**src/rtl/sockit_spi_pkg.sv**
```systemverilog
// Shared types and helpers for the SPI command-stream arbiter.
package sockit_spi_pkg;

    typedef enum logic [1:0] {
        IDLE = 2'd0,
        G0   = 2'd1,
        G1   = 2'd2
    } arb_st_t;

    // Round-robin winner: a lone requester wins, a tie goes to the one that is not pri.
    function automatic logic rr_win(input logic req0, input logic req1, input logic pri);
        if (req0 && req1) begin
            return ~pri;
        end
        return req1;
    endfunction

endpackage

```
**src/rtl/sockit_spi_mux.sv**
```systemverilog
// Data/handshake steering from the granted requester onto the shared command stream.
module sockit_spi_mux
    import sockit_spi_pkg::*;
#(
    parameter type DT = logic [31:0]
) (
    input  logic sel,
    input  logic gnt,
    input  logic si0_vld,
    input  DT    si0_dat,
    output logic si0_rdy,
    input  logic si1_vld,
    input  DT    si1_dat,
    output logic si1_rdy,
    output logic sto_vld,
    output DT    sto_dat,
    input  logic sto_rdy
);

    assign sto_vld = gnt & (sel ? si1_vld : si0_vld);
    assign sto_dat = gnt ? (sel ? si1_dat : si0_dat) : '0;
    assign si0_rdy = gnt & ~sel & sto_rdy;
    assign si1_rdy = gnt &  sel & sto_rdy;

endmodule

```
**src/rtl/sockit_spi_arb.sv**
```systemverilog
// Packet-level round-robin arbiter sharing one SPI command stream between two sources.
//
//   state | meaning
//   IDLE  | no grant, all stream outputs quiet
//   G0    | si0 owns the output stream until its lst beat or timeout
//   G1    | si1 owns the output stream until its lst beat or timeout
module sockit_spi_arb
    import sockit_spi_pkg::*;
#(
    parameter type DT  = logic [31:0],
    parameter int  TMO = 16,
    localparam int TW  = (TMO > 0) ? $clog2(TMO + 1) : 1
) (
    input  logic clk,
    input  logic rst,
    input  logic si0_vld,
    input  DT    si0_dat,
    output logic si0_rdy,
    input  logic si0_lst,
    input  logic si1_vld,
    input  DT    si1_dat,
    output logic si1_rdy,
    input  logic si1_lst,
    output logic sto_vld,
    output DT    sto_dat,
    input  logic sto_rdy,
    output logic sto_lst,
    output logic sel,
    output logic gnt,
    output logic err
);

    arb_st_t       st;
    logic          pri;
    logic [TW-1:0] tmo_cnt;

    logic g_vld;
    logic g_lst;
    logic g_end;
    logic req0;
    logic req1;
    logic win;

    assign g_vld   = sel ? si1_vld : si0_vld;
    assign g_lst   = sel ? si1_lst : si0_lst;
    assign g_end   = gnt & g_vld & sto_rdy & g_lst;
    assign sto_lst = gnt & g_lst;

    // The granted side's vld on its lst beat belongs to the finished packet, not a new request.
    assign req0 = si0_vld & ~(g_end & ~sel);
    assign req1 = si1_vld & ~(g_end &  sel);
    assign win  = rr_win(req0, req1, pri);

    sockit_spi_mux #(.DT(DT)) u_mux (
        .sel     (sel),
        .gnt     (gnt),
        .si0_vld (si0_vld),
        .si0_dat (si0_dat),
        .si0_rdy (si0_rdy),
        .si1_vld (si1_vld),
        .si1_dat (si1_dat),
        .si1_rdy (si1_rdy),
        .sto_vld (sto_vld),
        .sto_dat (sto_dat),
        .sto_rdy (sto_rdy)
    );

    always_ff @(posedge clk or posedge rst) begin
        if (rst) begin
            st      <= IDLE;
            sel     <= 1'b0;
            gnt     <= 1'b0;
            pri     <= 1'b1;
            tmo_cnt <= '0;
            err     <= 1'b0;
        end else begin
            err <= 1'b0;
            unique case (st)
                IDLE: begin
                    if (req0 | req1) begin
                        st      <= win ? G1 : G0;
                        sel     <= win;
                        gnt     <= 1'b1;
                        pri     <= win;
                        tmo_cnt <= '0;
                    end
                end
                G0, G1: begin
                    if (g_end) begin
                        tmo_cnt <= '0;
                        if (req0 | req1) begin
                            st  <= win ? G1 : G0;
                            sel <= win;
                            pri <= win;
                        end else begin
                            st  <= IDLE;
                            gnt <= 1'b0;
                        end
                    end else if (g_vld) begin
                        tmo_cnt <= '0;
                    end else if (TMO > 0) begin
                        if (tmo_cnt == TW'(TMO - 1)) begin
                            // Stalled source: revoke and hand the next tie to the other side.
                            st      <= IDLE;
                            gnt     <= 1'b0;
                            err     <= 1'b1;
                            pri     <= sel;
                            tmo_cnt <= '0;
                        end else begin
                            tmo_cnt <= tmo_cnt + TW'(1);
                        end
                    end
                end
                default: begin
                    st  <= IDLE;
                    gnt <= 1'b0;
                end
            endcase
        end
    end

endmodule

```
**config.mk**
```make
export PLATFORM = sky130hd
export DESIGN_NAME = sockit_spi_arb
export DESIGN_NICKNAME = d
export VERILOG_FILES = /design/src/rtl/sockit_spi_pkg.sv /design/src/rtl/sockit_spi_mux.sv /design/src/rtl/sockit_spi_arb.sv
export SDC_FILE = /design/constraint.sdc
export NUM_CORES = 1
export LEC_CHECK = 0
export CORE_MARGIN = 5
export CORE_UTILIZATION = 30
export DETAILED_ROUTE_END_ITERATION = 16
export PLACE_DENSITY = 0.76
export SLEW_MARGIN = 20
export SYNTH_ARGS = -nofsm -noshare
export SYNTH_HDL_FRONTEND = slang
export SYNTH_SLANG_ARGS = --single-unit
export TNS_END_PERCENT = 1
```
**constraint.sdc**
```tcl
create_clock -name clk -period 2.1 [get_ports clk]
set_clock_uncertainty 0.2 [all_clocks]
set_input_delay 0.315 -clock clk [delete_from_list [all_inputs] [get_ports clk]]
set_output_delay 0.315 -clock clk [all_outputs]
set_load 0.01 [all_outputs]
```
Word-level counts from Yosys, hierarchy flattened

Index checks and enable logic that the tools add are counted.

Reduce and logical (&&, ||, !) cells: 9
Bitwise gates (word level): 17
Add/sub/neg operators: 1
Eq/ne operators: 8
Mux-type cells: 37

Operators with widths:

| operator                                             | count |
|---|---|
| 2-to-1 mux 32 bit                                    | 2 |
| 2-to-1 mux 1 bit                                     | 20 |
| 2-to-1 mux 5 bit                                     | 4 |
| AND 1 bit                                            | 12 |
| 2-to-1 mux 2 bit                                     | 6 |
| case mux 5 bit (2 select lines)                      | 1 |
| inequality test 3 bit (second input constant)        | 3 |
| case mux 1 bit (2 select lines)                      | 3 |
| AND reduction 3 bit                                  | 2 |
| adder 5 x 1 -> 5 bit (second input constant)         | 1 |
| equality test 5 x 4 -> 1 bit (second input constant) | 1 |
| inequality test 2 bit (second input constant)        | 2 |
| NOT 1 bit                                            | 4 |
| case mux 2 bit (2 select lines)                      | 1 |
| AND reduction 2 bit                                  | 2 |
| AND reduction 4 bit                                  | 1 |
| equality test 2 x 1 -> 1 bit (second input constant) | 1 |
| equality test 2 bit (second input constant)          | 1 |
| logical NOT 2 bit                                    | 1 |
| nonzero test 2 bit                                   | 1 |
| OR reduction 2 bit                                   | 1 |
| logical AND 1 bit                                    | 1 |
| bitwise OR 1 bit                                     | 1 |

Logic and storage cells: 78
Bits of input ports: 71
Bits in registers: 11

Depth between registers and ports, before layout

Gate-level depths: netlist of run 1.

Word-level depth: 14
Gate-level depth with buffers: 7
Gate-level depth less buffers: 6

By module

A second synthesis of run 1 with hierarchy kept.

Cells, all modules: 162
Area total of the unflattened synthesis: 1407.6 µm²

By module, submodules not included:

| module         | cells each | seq. area each (µm²) | area an instance (µm²) | instances |
|---|---|---|---|---|
| sockit_spi_arb | 86         | 276.5                | 774.5                  | 1 |
| sockit_spi_mux | 76         | 0.0                  | 633.1                  | 1 |

Worst setup path after synthesis of run 1

No wires, ideal clock.

Kind: reg-to-reg
From: register sel
To: register sel
Data arrival time: 1.700 ns
Setup time: 0.125 ns
Stages on the path, launching flop included: 6
Clock period less this slack: 2.024 ns
Path slack: 0.076 ns
Data required time: 1.775 ns
Path through: dfrtp_1 buf_6 mux2i_1 or3_1 a211oi_2 mux2_2

Word-level cells in the longest chain between the ends: 13

Ends and longest elaborated chain:

| item                                | RTL line                                   | text |
|---|---|---|
| start, declared                     | sockit_spi_arb.sv:28                       | `output logic sel,` |
| start signal, assigned              | sockit_spi_arb.sv:82                       | `sel <= win;` |
| start signal, assigned              | sockit_spi_arb.sv:93                       | `sel <= win;` |
| 2-to-1 mux 1 bit                    | sockit_spi_arb.sv:44                       | `assign g_vld = sel ? si1_vld : si0_vld;` |
| AND 1 bit (3 in series)             | sockit_spi_arb.sv:46                       | `assign g_end = gnt & g_vld & sto_rdy & g_lst;` |
| AND 1 bit, on equally long branches | sockit_spi_arb.sv:50, sockit_spi_arb.sv:51 |  |
| NOT 1 bit, on equally long branches | sockit_spi_arb.sv:50, sockit_spi_arb.sv:51 |  |
| AND 1 bit, on equally long branches | sockit_spi_arb.sv:50, sockit_spi_arb.sv:51 |  |
| logical AND 1 bit                   | sockit_spi_pkg.sv:12                       | `if (req0 && req1) begin` |
| 2-to-1 mux 1 bit                    | sockit_spi_pkg.sv:12                       |  |
| 2-to-1 mux 1 bit                    | sockit_spi_pkg.sv:15                       | `return req1;` |
| 2-to-1 mux 1 bit                    | sockit_spi_arb.sv:80, sockit_spi_arb.sv:91 |  |
| 2-to-1 mux 1 bit                    | sockit_spi_arb.sv:89                       | `if (g_end) begin` |
| case mux 1 bit (2 select lines)     | sockit_spi_arb.sv:78                       | `unique case (st)` |

Parallel ways exist; a longest one is shown, timed or not. The select of a mux whose other input is x is not followed.
A chain may end at the register's enable or synchronous reset.

Worst setup path after layout of run 1

From: register sel
To: output port si1_rdy

Word-level cells in the longest chain between the ends: 2

Ends and longest elaborated chain:

| item                    | RTL line             | text |
|---|---|---|
| AND 1 bit (2 in series) | sockit_spi_mux.sv:23 | `assign si1_rdy = gnt & sel & sto_rdy;` |
| end, declared           | sockit_spi_arb.sv:22 | `output logic si1_rdy,` |

No other way between the ends.

==> impl_results.md, run 1 <==
* Fmax at 458 MHz
* Clock sinks at 11
* Top cells by area, synth: mux2i_1 (25%), dfrtp_1 (19%), nor2_1 (11%)
* Post-route ant nets at 0
* Placed insts at 333
* EDFF count, synth at 0
* Router iterations before antenna repair at 4
* Row cnt at 24
* Yosys top cell by area: mux2i_1
* Grt ovf at 0
* Power, Total at 2.76 mW
* Fin cells at 341
* Crit path capture type: output pin
* Maxcap violations at 0
* FF-to-FF End: pri$_DFFE_PP1P_
* Asr flop ratio synth at 1.00
* Share of layout cells above drive strength 1 at 0.149
* Top Family by Delay on Critical Path: buffers and inverters
* Post-Syn Instances at 165
* Wire length per cell at 16.2 um
* Status: finished with violations
* Die X at 77.1 um
* Total number of vias at 1695
* Vias/cell at 4.97
* Hold crit path type: input port to asynchronous set/reset pin
* Inserted Diodes at 0
* Cts bufs inserted at 3
* Top-count cell post-synth: nor2_1
* R2R cell count at 6
* DRC violations left at 0
* Fillers at 380
* Root Buffer: clkbuf_8
* Core area at 4350 um2
* WS Path Type: flip-flop to output pin
* Syn_area_per_cell at 8.17 um2
* Sequential area share after synthesis at 0.205
* Synth Flop Type: dfrtp_1
* Worst Slack Setup Final at -82.5 ps
* Synth-to-Final Area Change at 96.6%
* Routability congestion estimate from global placement at 0.883
* Slowest stage cell, crit path: clkdlybuf4s50_1
* Synth top cells by count: nor2_1 (39), mux2i_1 (34), dfrtp_1 (10)
* GRT Resource Usage Total at 0.177
* Port Buffers at 109
* Worst-margin pin slew at 442 ps
* Syn Nets at 239
* DRT iter0 DRCs at 91
* Largest net degree at the start of global routing at 35
* Fin crit share at 1.04
* Clock latency on the worst-skew pair at 250 ps
* CP max stage delay at 550 ps
* Crit path time final at 2180 ps
* DP Worst Slack at -224 ps
* Worst Path Required at 1580 ps
* Slew Viols, Final at 0
* CTS H-Tree Depth at 1
* Number of buffer and inverter stages on the critical path at 2
* Post-DP HPWL at 4.47 mm
* Violated checks: negative setup slack
* Maximum vdd drop at 0.453 mV
* I/O pins at 110
* Pwr per Cell Area at 1040 nW/um2
* Fin Hold WS at 173 ps
* Vias in the first global route at 1722
* Worst-path maximum fanout at 10
* Count of state elements after synthesis at 11
* Final setup violation count at 4
* Final hold vios at 0
* CTS tree: done
* Initial antenna violation count at 0
* Pleak at 1.30 nW
* Die area at 5940 um2
* Mapped Area at 1350 um2
* Slew headroom at 0.705
* Cts hold-fix bufs at 0
* RSZ-0062 raised after global routing: true
* Worst-path cell chain: buf_4, and3_1, clkdlybuf4s50_1
* First-pass GRT wire length at 8.48 mm
* CP Launch Type: flip-flop
* Arrival time at the worst endpoint at 1670 ps
* Max clock buf depth at 2
* Height of the die at 77.1 um
* Initial Util at 0.310
* Yosys Warn Count at 0
* Final net count at 364
* Crit path depth at 3
* Top cell type's share of synthesized area at 0.252
* Final WL at 5.51 mm
* Synth unique cells at 45
* Clock slew at reported path FFs at 50 ps
* R2r startpoint: sel$_DFFE_PP0P_
* Worst reg2reg setup slack at -10 ps
==> worst max-delay path by stage <==
stage	slack [ps]	to	start
CTS	-170	sto_vld	sel$_DFFE_PP0P_
global placement	-210	tmo_cnt[1]$_DFFE_PP0P_	sto_rdy
detailed placement	-220	tmo_cnt[0]$_DFFE_PP0P_	sto_rdy
finish	-80	si1_rdy	sel$_DFFE_PP0P_
floorplan	80	sel$_DFFE_PP0P_	sel$_DFFE_PP0P_
global route	-120	si1_rdy	sel$_DFFE_PP0P_
==> worst reg2reg max path: stages (launching register included) <==
cell	delay, ps
dfrtp_2	470
buf_4	170
buf_12	160
and4_1	200
o41a_1	380
a221o_1	330
o22ai_1	120
==> state kept, by name (all words and copies together), names as in the netlist <==
name,count
sel,1
err,1
pri,1
st,2
gnt,1
tmo_cnt,5
==> metrics by stage <==
step                cell area, um2   util  setup TNS (ps)
floorplan                     1350      -               0
global placement              2600  0.597           -1580
detailed placement            2600  0.597           -1840
CTS                           2630  0.603            -567
global route                  2650  0.609            -743
finish                        2650  0.609            -159
==> power by group <==
part           switching (mW)  internal [mW]
Sequential             0.0547          0.276
Combinational            1.06           1.14
Clock                  0.0918          0.134
Total                    1.21           1.55
==> layout by cell type (no fill, tap or decap), types with 2 or more instances in the layout <==
cell type        Yosys  layout
dlymetal6s2s_1       0       4
nand2_1              5       5
nor3_1               3       3
buf_4                0      20
o22ai_1              2       2
clkdlybuf4s50_1      0      73
or3_1                2       2
mux2_2               2       2
clkbuf_8             0       3
a21oi_1              2       2
buf_12               0       2
and3_1               2       2
mux2i_2              0       2
clkbuf_2             1       2
mux2_4               2       2
ha_1                 3       3
nand3_1              3       3
dlygate4sd2_1        0      30
a31oi_1              3       3
mux2i_1             34      32
o211ai_1             2       2
dfrtp_1             10       9
a32o_1               3       3
nor2_1              39      39
o21ai_0              4       4
inv_1                9       9
==> layout make-up <==
| class | count | area (um2) | area share |
|---|---|---|---|
| flip-flops and latches | 11 | 278 | 0.105 |
| well taps | 52 | 65.1 | 0.0245 |
| repair buffers | 132 | 1250 | 0.473 |
| inverters | 10 | 37.5 | 0.0142 |
| multi-input cells | 132 | 971 | 0.366 |
| clock buffers | 4 | 45.0 | 0.0170 |
==> metal layers <==
| layer | track usage | share of wire |
|---|---|---|
| met5 | 0 | 0 |
| met3 | 0.0340 | 0.052 |
| met1 | 0.194 | 0.38 |
| met4 | 0.0704 | 0.033 |
| met2 | 0.328 | 0.53 |
==> kinds of logic (layout without fill, tap and decap cells) <==
kind of cell | Yosys count | count (layout) | synth area share
adder cells (fa/ha/maj) | 3 | 3 | 0.0278
AO/OA/AOI/OAI | 28 | 28 | 0.161
multiplexers | 38 | 38 | 0.291
buffers and inverters | 22 | 146 | 0.0816
flip-flops | 11 | 11 | 0.205
AND/OR/NAND/NOR | 63 | 63 | 0.233
==> what timing repair did <==
| action | 4_1_cts | 5_1_grt |
|---|---|---|
| pin swaps | 0 | 1 |
| resized for setup | 33 | 11 |
| endpoints found under the setup margin | 36 | 8 |
| buffers inserted | 2 | 2 |
Power figures use the tool's default switching activity.
==> run 2: changes to the inputs <==
--- a/config.mk
+++ b/config.mk
@@ -5,8 +5,9 @@
 export SDC_FILE = /design/constraint.sdc
 export NUM_CORES = 1
 export LEC_CHECK = 0
+export ABC_AREA = 1
 export CORE_MARGIN = 5
-export CORE_UTILIZATION = 30
+export CORE_UTILIZATION = 29
 export DETAILED_ROUTE_END_ITERATION = 16
 export PLACE_DENSITY = 0.76
 export SLEW_MARGIN = 20
==> impl_results.md, run 2 <==
* Status: complete, no violations (was finished with violations)
* Synth unique cells at 28 (was 45)
* Height of the die at 76.3 um (was 77.1 um)
* Slew Viols, Final at 0 (unchanged)
* Switching pwr at 1.19 mW (was 1.21 mW)
* Crit path launch: sel$_DFFE_PP0P_ (unchanged)
* Worst Path Required at 1580 ps (about the same)
* Count of state elements after synthesis at 11 (unchanged)
* Clock latency on the worst-skew pair at 240 ps (was 250 ps)
* Core area at 4290 um2 (was 4350 um2)
* Crit path time final at 1970 ps (was 2180 ps)
* Pwr per Cell Area at 978 nW/um2 (was 1040 nW/um2)
* I/O pins at 110 (unchanged)
* Row cnt at 24 (unchanged)
* Yosys Warn Count at 0 (unchanged)
* DP Worst Slack at -65.2 ps (was -224 ps)
* WS Path Type: flip-flop to output pin (unchanged)
* Initial antenna violation count at 0 (unchanged)
* Initial Util at 0.297 (was 0.310)
* CP Launch Type: flip-flop (unchanged)
* R2R cell count at 10 (was 6)
* Yosys top cell by area: nand2_1 (was mux2i_1)
* Clock power frac at 0.084 (was 0.082)
* Synth-to-Final Area Change at 96.6% (about the same)
* Power, Total at 2.45 mW (was 2.76 mW)
* Placed insts at 373 (was 333)
* CTS tree: done (unchanged)
* Sequential area share after synthesis at 0.217 (was 0.205)
* Clock slew at reported path FFs at 50 ps (about the same)
* Syn Nets at 284 (was 239)
* CP Capture Point: sto_dat[15] (was si1_rdy)
* DRT iter0 DRCs at 38 (was 91)
* Crit path capture type: output pin (unchanged)
* Sw frac at 0.486 (was 0.437)
* Hold crit path type: input port to asynchronous set/reset pin (unchanged)
* Commonest non-fill, non-tap cell in the layout: nand2_1 (was clkdlybuf4s50_1)
* Post-DP HPWL at 3.94 mm (was 4.47 mm)
* Maximum vdd drop at 0.450 mV (was 0.453 mV)
* Root Buffer: clkbuf_8 (unchanged)
* Reg with most FFs: tmo_cnt (unchanged)
* Routability congestion estimate from global placement at 0.843 (was 0.883)
* Final setup violation count at 0 (was 4)
* Vias in the first global route at 1623 (was 1722)
* Die X at 76.3 um (was 77.1 um)
* Total number of vias at 1711 (was 1695)
* GRT Resource Usage Total at 0.159 (was 0.177)
* Biggest regs: tmo_cnt x5, st x2 (unchanged)
* Largest net degree at the start of global routing at 37 (was 35)
* Final hold vios at 0 (unchanged)
* Router iterations before antenna repair at 4 (unchanged)
* Internal at 1.26 mW (was 1.55 mW)
* Fin crit share at 0.937 (was 1.04)
* Synth Flop Type: dfrtp_1 (unchanged)
* Commonest non-fill, non-tap cells in the layout: nand2_1 (86), clkdlybuf4s50_1 (73), dlygate4sd2_1 (36), a21oi_1 (32) (was clkdlybuf4s50_1 (73), nor2_1 (39), mux2i_1 (32), dlygate4sd2_1 (30), buf_4 (20))
* R2r startpoint: sel$_DFFE_PP0P_ (unchanged)
* Mapped Area at 1270 um2 (was 1350 um2)
* Pleak at 1.23 nW (was 1.30 nW)
* Top cells by area, synth: nand2_1 (25%), dfrtp_1 (20%), a21oi_1 (13%) (was mux2i_1 (25%), dfrtp_1 (19%), nor2_1 (11%))
* Port Buffers at 109 (unchanged)
* Final net count at 400 (was 364)
* RSZ-0062 raised after global routing: false (was true)
* Final core utilization at 0.583 (was 0.609)
* Fin Hold WS at 169 ps (was 173 ps)
* Fin cells at 377 (was 341)
* Worst Slack Setup Final at 131 ps (was -82.5 ps)
* Arrival time at the worst endpoint at 1450 ps (was 1670 ps)
* FF-to-FF End: sel$_DFFE_PP0P_ (was pri$_DFFE_PP1P_)
* Syn_area_per_cell at 6.07 um2 (was 8.17 um2)
* Worst reg2reg setup slack at 250 ps (was -10 ps)
* Final WL at 4.74 mm (was 5.51 mm)
* Slew headroom at 0.721 (was 0.705)
* Worst-path maximum fanout at 36 (was 10)
* Share of layout cells above drive strength 1 at 0.151 (was 0.149)
* DRC violations left at 0 (unchanged)
* Fillers at 411 (was 380)
* Post-Syn Instances at 210 (was 165)
* Inserted Diodes at 0 (unchanged)
* Top cell type's share of synthesized area at 0.253 (was 0.252)
* Asr flop ratio synth at 1.00 (unchanged)
* Top-count cell post-synth: nand2_1 (was nor2_1)
* Max clock buf depth at 2 (unchanged)
* Max FFs per register at 5 (unchanged)
* Grt ovf at 0 (unchanged)
* Worst-margin pin slew at 418 ps (was 442 ps)
* EDFF count, synth at 0 (unchanged)
* Cell area after layout at 2500 um2 (was 2650 um2)
* Vias/cell at 4.54 (was 4.97)
* Post-route ant nets at 0 (unchanged)
* Wire length per cell at 12.6 um (was 16.2 um)
* Clock sinks at 11 (unchanged)
* First-pass GRT wire length at 7.91 mm (was 8.48 mm)
* Maxcap violations at 0 (unchanged)
* Synth top cells by count: nand2_1 (86), a21oi_1 (32), inv_1 (11), nand2_2 (11), dfrtp_1 (10) (was nor2_1 (39), mux2i_1 (34), dfrtp_1 (10))
* Post-CTS Setup Repair Bufs at 0 (was 2)
* Fmax at 508 MHz (was 458 MHz)
* Combinational fraction of design power at 0.784 (was 0.798)
* Cts bufs inserted at 3 (unchanged)
* Cell area after placement at 2500 um2 (was 2600 um2)
* Flop pwr share at 0.131 (was 0.120)
* Setup TNS at 0 ps (was -159 ps)
* CTS H-Tree Depth at 1 (unchanged)
* Die area at 5820 um2 (was 5940 um2)
run 2: logic make-up (layout without fill, tap and decap cells):
group | count (synthesis) | in the layout | share of synthesized area
XOR/XNOR | 2 | 2 | 0.0138
adder cells (fa/ha/maj) | 3 | 3 | 0.0295
buffers and inverters | 26 | 141 | 0.0825
AO/OA/AOI/OAI | 42 | 42 | 0.189
flip-flops | 11 | 11 | 0.217
AND/OR/NAND/NOR | 126 | 126 | 0.469
run 2: power groups by stage:
stage	Sequential, mW	Clock [mW]	Combinational, mW
2_1_floorplan	0.339	0	1.10
3_3_place_gp	0.322	0	2.11
3_5_place_dp	0.325	0	2.13
4_1_cts	0.323	0.217	1.95
5_1_grt	0.333	0.232	2.13
6_report	0.322	0.206	1.92
run 2: cell type report:
| cell class | count | area [um2] | share of cell area |
|---|---|---|---|
| Timing Repair Buffer | 121 | 1160 | 0.465 |
| Inverter | 16 | 60.1 | 0.0240 |
| Tap cell | 52 | 65.1 | 0.0260 |
| Multi-Input combinational cell | 173 | 892 | 0.356 |
| Clock buffer | 4 | 45.0 | 0.0180 |
| Sequential cell | 11 | 277 | 0.110 |
run 2: metal layers:
metal,global-route usage,up-vias,wire [um]
met1,0.183,726,1940
met2,0.278,71,2300
li1,-,900,-
met4,0.0490,0,136
met3,0.0508,14,368
met5,0,-,0
run 2: how the worst min path moves through the flow:
stage,from,end,slack (ps),cells after the start
after global routing,rst,err$_DFF_PP0_,210,2
after floorplan,rst,err$_DFF_PP0_,-30,1
after detailed placement,pri$_DFFE_PP1P_,pri$_DFFE_PP1P_,270,2
after global placement,pri$_DFFE_PP1P_,pri$_DFFE_PP1P_,270,2
after CTS,rst,err$_DFF_PP0_,180,2
final,rst,err$_DFF_PP0_,170,2
run 2: timing repair:
item | in CTS | in global routing
endpoints found under the setup margin | 36 | 0
resized for setup | 37 | 0
hold buffers | 0 | 0
run 2: critical path: stages, from the launching register on:
cell	delay, ps
dfrtp_1	410
inv_2	80
buf_12	180
nand2_1	70
a21oi_1	160
dlygate4sd2_1	290
==> run 3: changes to the inputs <==
==> constraint.sdc (replaced) <==
create_clock -name clk -period 2.1 [get_ports clk]
set_clock_uncertainty 0.2 [all_clocks]
set_input_delay 0.42 -clock clk [delete_from_list [all_inputs] [get_ports clk]]
set_output_delay 0.42 -clock clk [all_outputs]
set_load 0.01 [all_outputs]
==> impl_results.md, run 3 (synthesized netlist as in run 2, its figures left out) <==
* Clock sinks at 11 (unchanged)
* Crit path capture type: output pin (unchanged)
* Height of the die at 76.3 um (unchanged)
* Switching pwr at 1.23 mW (was 1.19 mW)
* Post-DP HPWL at 4.00 mm (was 3.94 mm)
* Clock latency on the worst-skew pair at 240 ps (about the same)
* Cts hold-fix bufs at 0 (unchanged)
* Final hold vios at 0 (unchanged)
* Worst-path maximum fanout at 10 (was 36)
* Slew headroom at 0.726 (was 0.721)
* Root Buffer: clkbuf_8 (unchanged)
* RSZ-0062 raised after global routing: true (was false)
* Combinational fraction of design power at 0.783 (was 0.784)
* CTS H-Tree Depth at 1 (unchanged)
* Internal at 1.29 mW (was 1.26 mW)
* Die area at 5820 um2 (unchanged)
* Maxcap violations at 0 (unchanged)
* Fin crit share at 0.983 (was 0.937)
* CTS-repair resized insts at 37 (unchanged)
* Routability congestion estimate from global placement at 0.849 (was 0.843)
* DRC violations left at 0 (unchanged)
* Biggest regs: tmo_cnt x5, st x2 (unchanged)
* Crit path time final at 2060 ps (was 1970 ps)
* Arrival time at the worst endpoint at 1440 ps (was 1450 ps)
* Reg with most FFs: tmo_cnt (unchanged)
* Share of layout cells above drive strength 1 at 0.216 (was 0.151)
* Commonest non-fill, non-tap cell in the layout: nand2_1 (unchanged)
* Initial Util at 0.297 (unchanged)
* Pwr per Cell Area at 1010 nW/um2 (was 978 nW/um2)
* Slew Viols, Final at 0 (unchanged)
* Grt ovf at 0 (unchanged)
* Fillers at 414 (was 411)
* Final WL at 4.87 mm (was 4.74 mm)
* Worst-margin pin slew at 410 ps (was 418 ps)
* CP Launch Type: flip-flop (unchanged)
* Max FFs per register at 5 (unchanged)
* Cts bufs inserted at 3 (unchanged)
* Worst Slack Setup Final at 36.3 ps (was 131 ps)
* CTS tree: done (unchanged)
* Max clock buf depth at 2 (unchanged)
* Vias/cell at 4.62 (was 4.54)
* FF-to-FF End: tmo_cnt[0]$_DFFE_PP0P_ (was sel$_DFFE_PP0P_)
* Vias in the first global route at 1655 (was 1623)
* Port Buffers at 109 (unchanged)
* DRT iter0 DRCs at 45 (was 38)
* Die X at 76.3 um (unchanged)
* WS Path Type: flip-flop to output pin (unchanged)
* DP Worst Slack at -250 ps (was -65.2 ps)
* Fmax at 485 MHz (was 508 MHz)
* Post-route ant nets at 0 (unchanged)
* R2R cell count at 9 (was 10)
* Setup TNS at 0 ps (unchanged)
* Final setup violation count at 0 (unchanged)
* Largest net degree at the start of global routing at 36 (was 37)
* Worst reg2reg setup slack at 220 ps (was 250 ps)
* I/O pins at 110 (unchanged)
* Crit path launch: sel$_DFFE_PP0P_ (unchanged)
* Total number of vias at 1757 (was 1711)
* Hold crit path type: input port to asynchronous set/reset pin (unchanged)
* Sw frac at 0.489 (was 0.486)
* Worst Path Required at 1480 ps (was 1580 ps)
* Inserted Diodes at 0 (unchanged)
* Post-CTS Setup Repair Bufs at 0 (unchanged)
* Pleak at 1.19 nW (was 1.23 nW)
* Clock slew at reported path FFs at 50 ps (about the same)
* Wire length per cell at 12.8 um (was 12.6 um)
* Row cnt at 24 (unchanged)
* R2r startpoint: sel$_DFFE_PP0P_ (unchanged)
* First-pass GRT wire length at 8.09 mm (was 7.91 mm)
* Synth-to-Final Area Change at 95.8% (was 96.6%)
* Flop pwr share at 0.131 (about the same)
* Final net count at 403 (was 400)
* Clock power frac at 0.086 (was 0.084)
* Maximum vdd drop at 0.463 mV (was 0.450 mV)
* Status: complete, no violations (unchanged)
* Core area at 4290 um2 (unchanged)
* Commonest non-fill, non-tap cells in the layout: nand2_1 (86), clkdlybuf4s50_1 (73), a21oi_1 (32), clkbuf_2 (17), buf_4 (12) (was nand2_1 (86), clkdlybuf4s50_1 (73), dlygate4sd2_1 (36), a21oi_1 (32))
* GRT Resource Usage Total at 0.163 (was 0.159)
* Initial antenna violation count at 0 (unchanged)
* Router iterations before antenna repair at 4 (unchanged)
-- run 3: cell count changes in the layout (fill, tap and decap cells not counted), moves of 3 or more --
| cell | change |
|---|---|
| clkbuf_2 | +17 |
| buf_4 | +3 |
| clkdlybuf4s15_1 | +11 |
| dlygate4sd2_1 | -29 |
-- run 3: routing by layer --
layer	part of all wire	wire length [um]	GRT usage	up-vias
met5	0	0	0	-
met4	0.020	99	0.0490	0
met3	0.057	277	0.0272	9
met2	0.50	2410	0.286	62
met1	0.43	2080	0.202	777
li1	-	-	-	909
-- run 3: worst max-delay path by stage --
stage	endpoint	slack, ps	cells past startpoint
after detailed placement	si1_rdy	-250	4
after global routing	sel	-20	2
after CTS	sto_dat[22]	-210	4
after global placement	si0_rdy	-240	4
final	sel	40	2
after floorplan	sto_dat[22]	270	4
-- run 3: stage by stage --
| step | instance area, um2 | util | hold slack, ps | power, mW | instances |
|---|---|---|---|---|---|
| after floorplan | 1270 | - | 71.7 | 1.44 | 210 |
| after global routing | 2490 | 0.581 | 292 | 2.74 | 380 |
| after global placement | 2520 | 0.587 | 265 | 2.47 | 376 |
| final | 2490 | 0.581 | 265 | 2.52 | 380 |
| after detailed placement | 2520 | 0.587 | 271 | 2.49 | 376 |
| after CTS | 2530 | 0.589 | 280 | 2.54 | 380 |
-- run 3: critical path: stages, from the launching register on --
cell	delay, ps
dfrtp_2	430
buf_4	210
clkdlybuf4s50_1	560
-- run 3: layout make-up --
| cell class | instances | area [um2] | share of cell area |
|---|---|---|---|
| Timing Repair Buffer | 124 | 1150 | 0.461 |
| Inverter | 16 | 62.6 | 0.0251 |
| Sequential cell | 11 | 278 | 0.111 |
| Clock inverter | 1 | 5.00 | 0.00201 |
| Clock buffer | 3 | 41.3 | 0.0166 |
| Multi-Input combinational cell | 173 | 892 | 0.358 |
| Tap cell | 52 | 65.1 | 0.0261 |
-- run 3: power groups by stage --
stage          logic [mW]  registers, mW  clock network [mW]
2_1_floorplan        1.10          0.339                   0
3_3_place_gp         2.15          0.322                   0
3_5_place_dp         2.17          0.325                   0
4_1_cts              1.99          0.323               0.219
5_1_grt              2.17          0.340               0.232
6_report             1.97          0.330               0.218
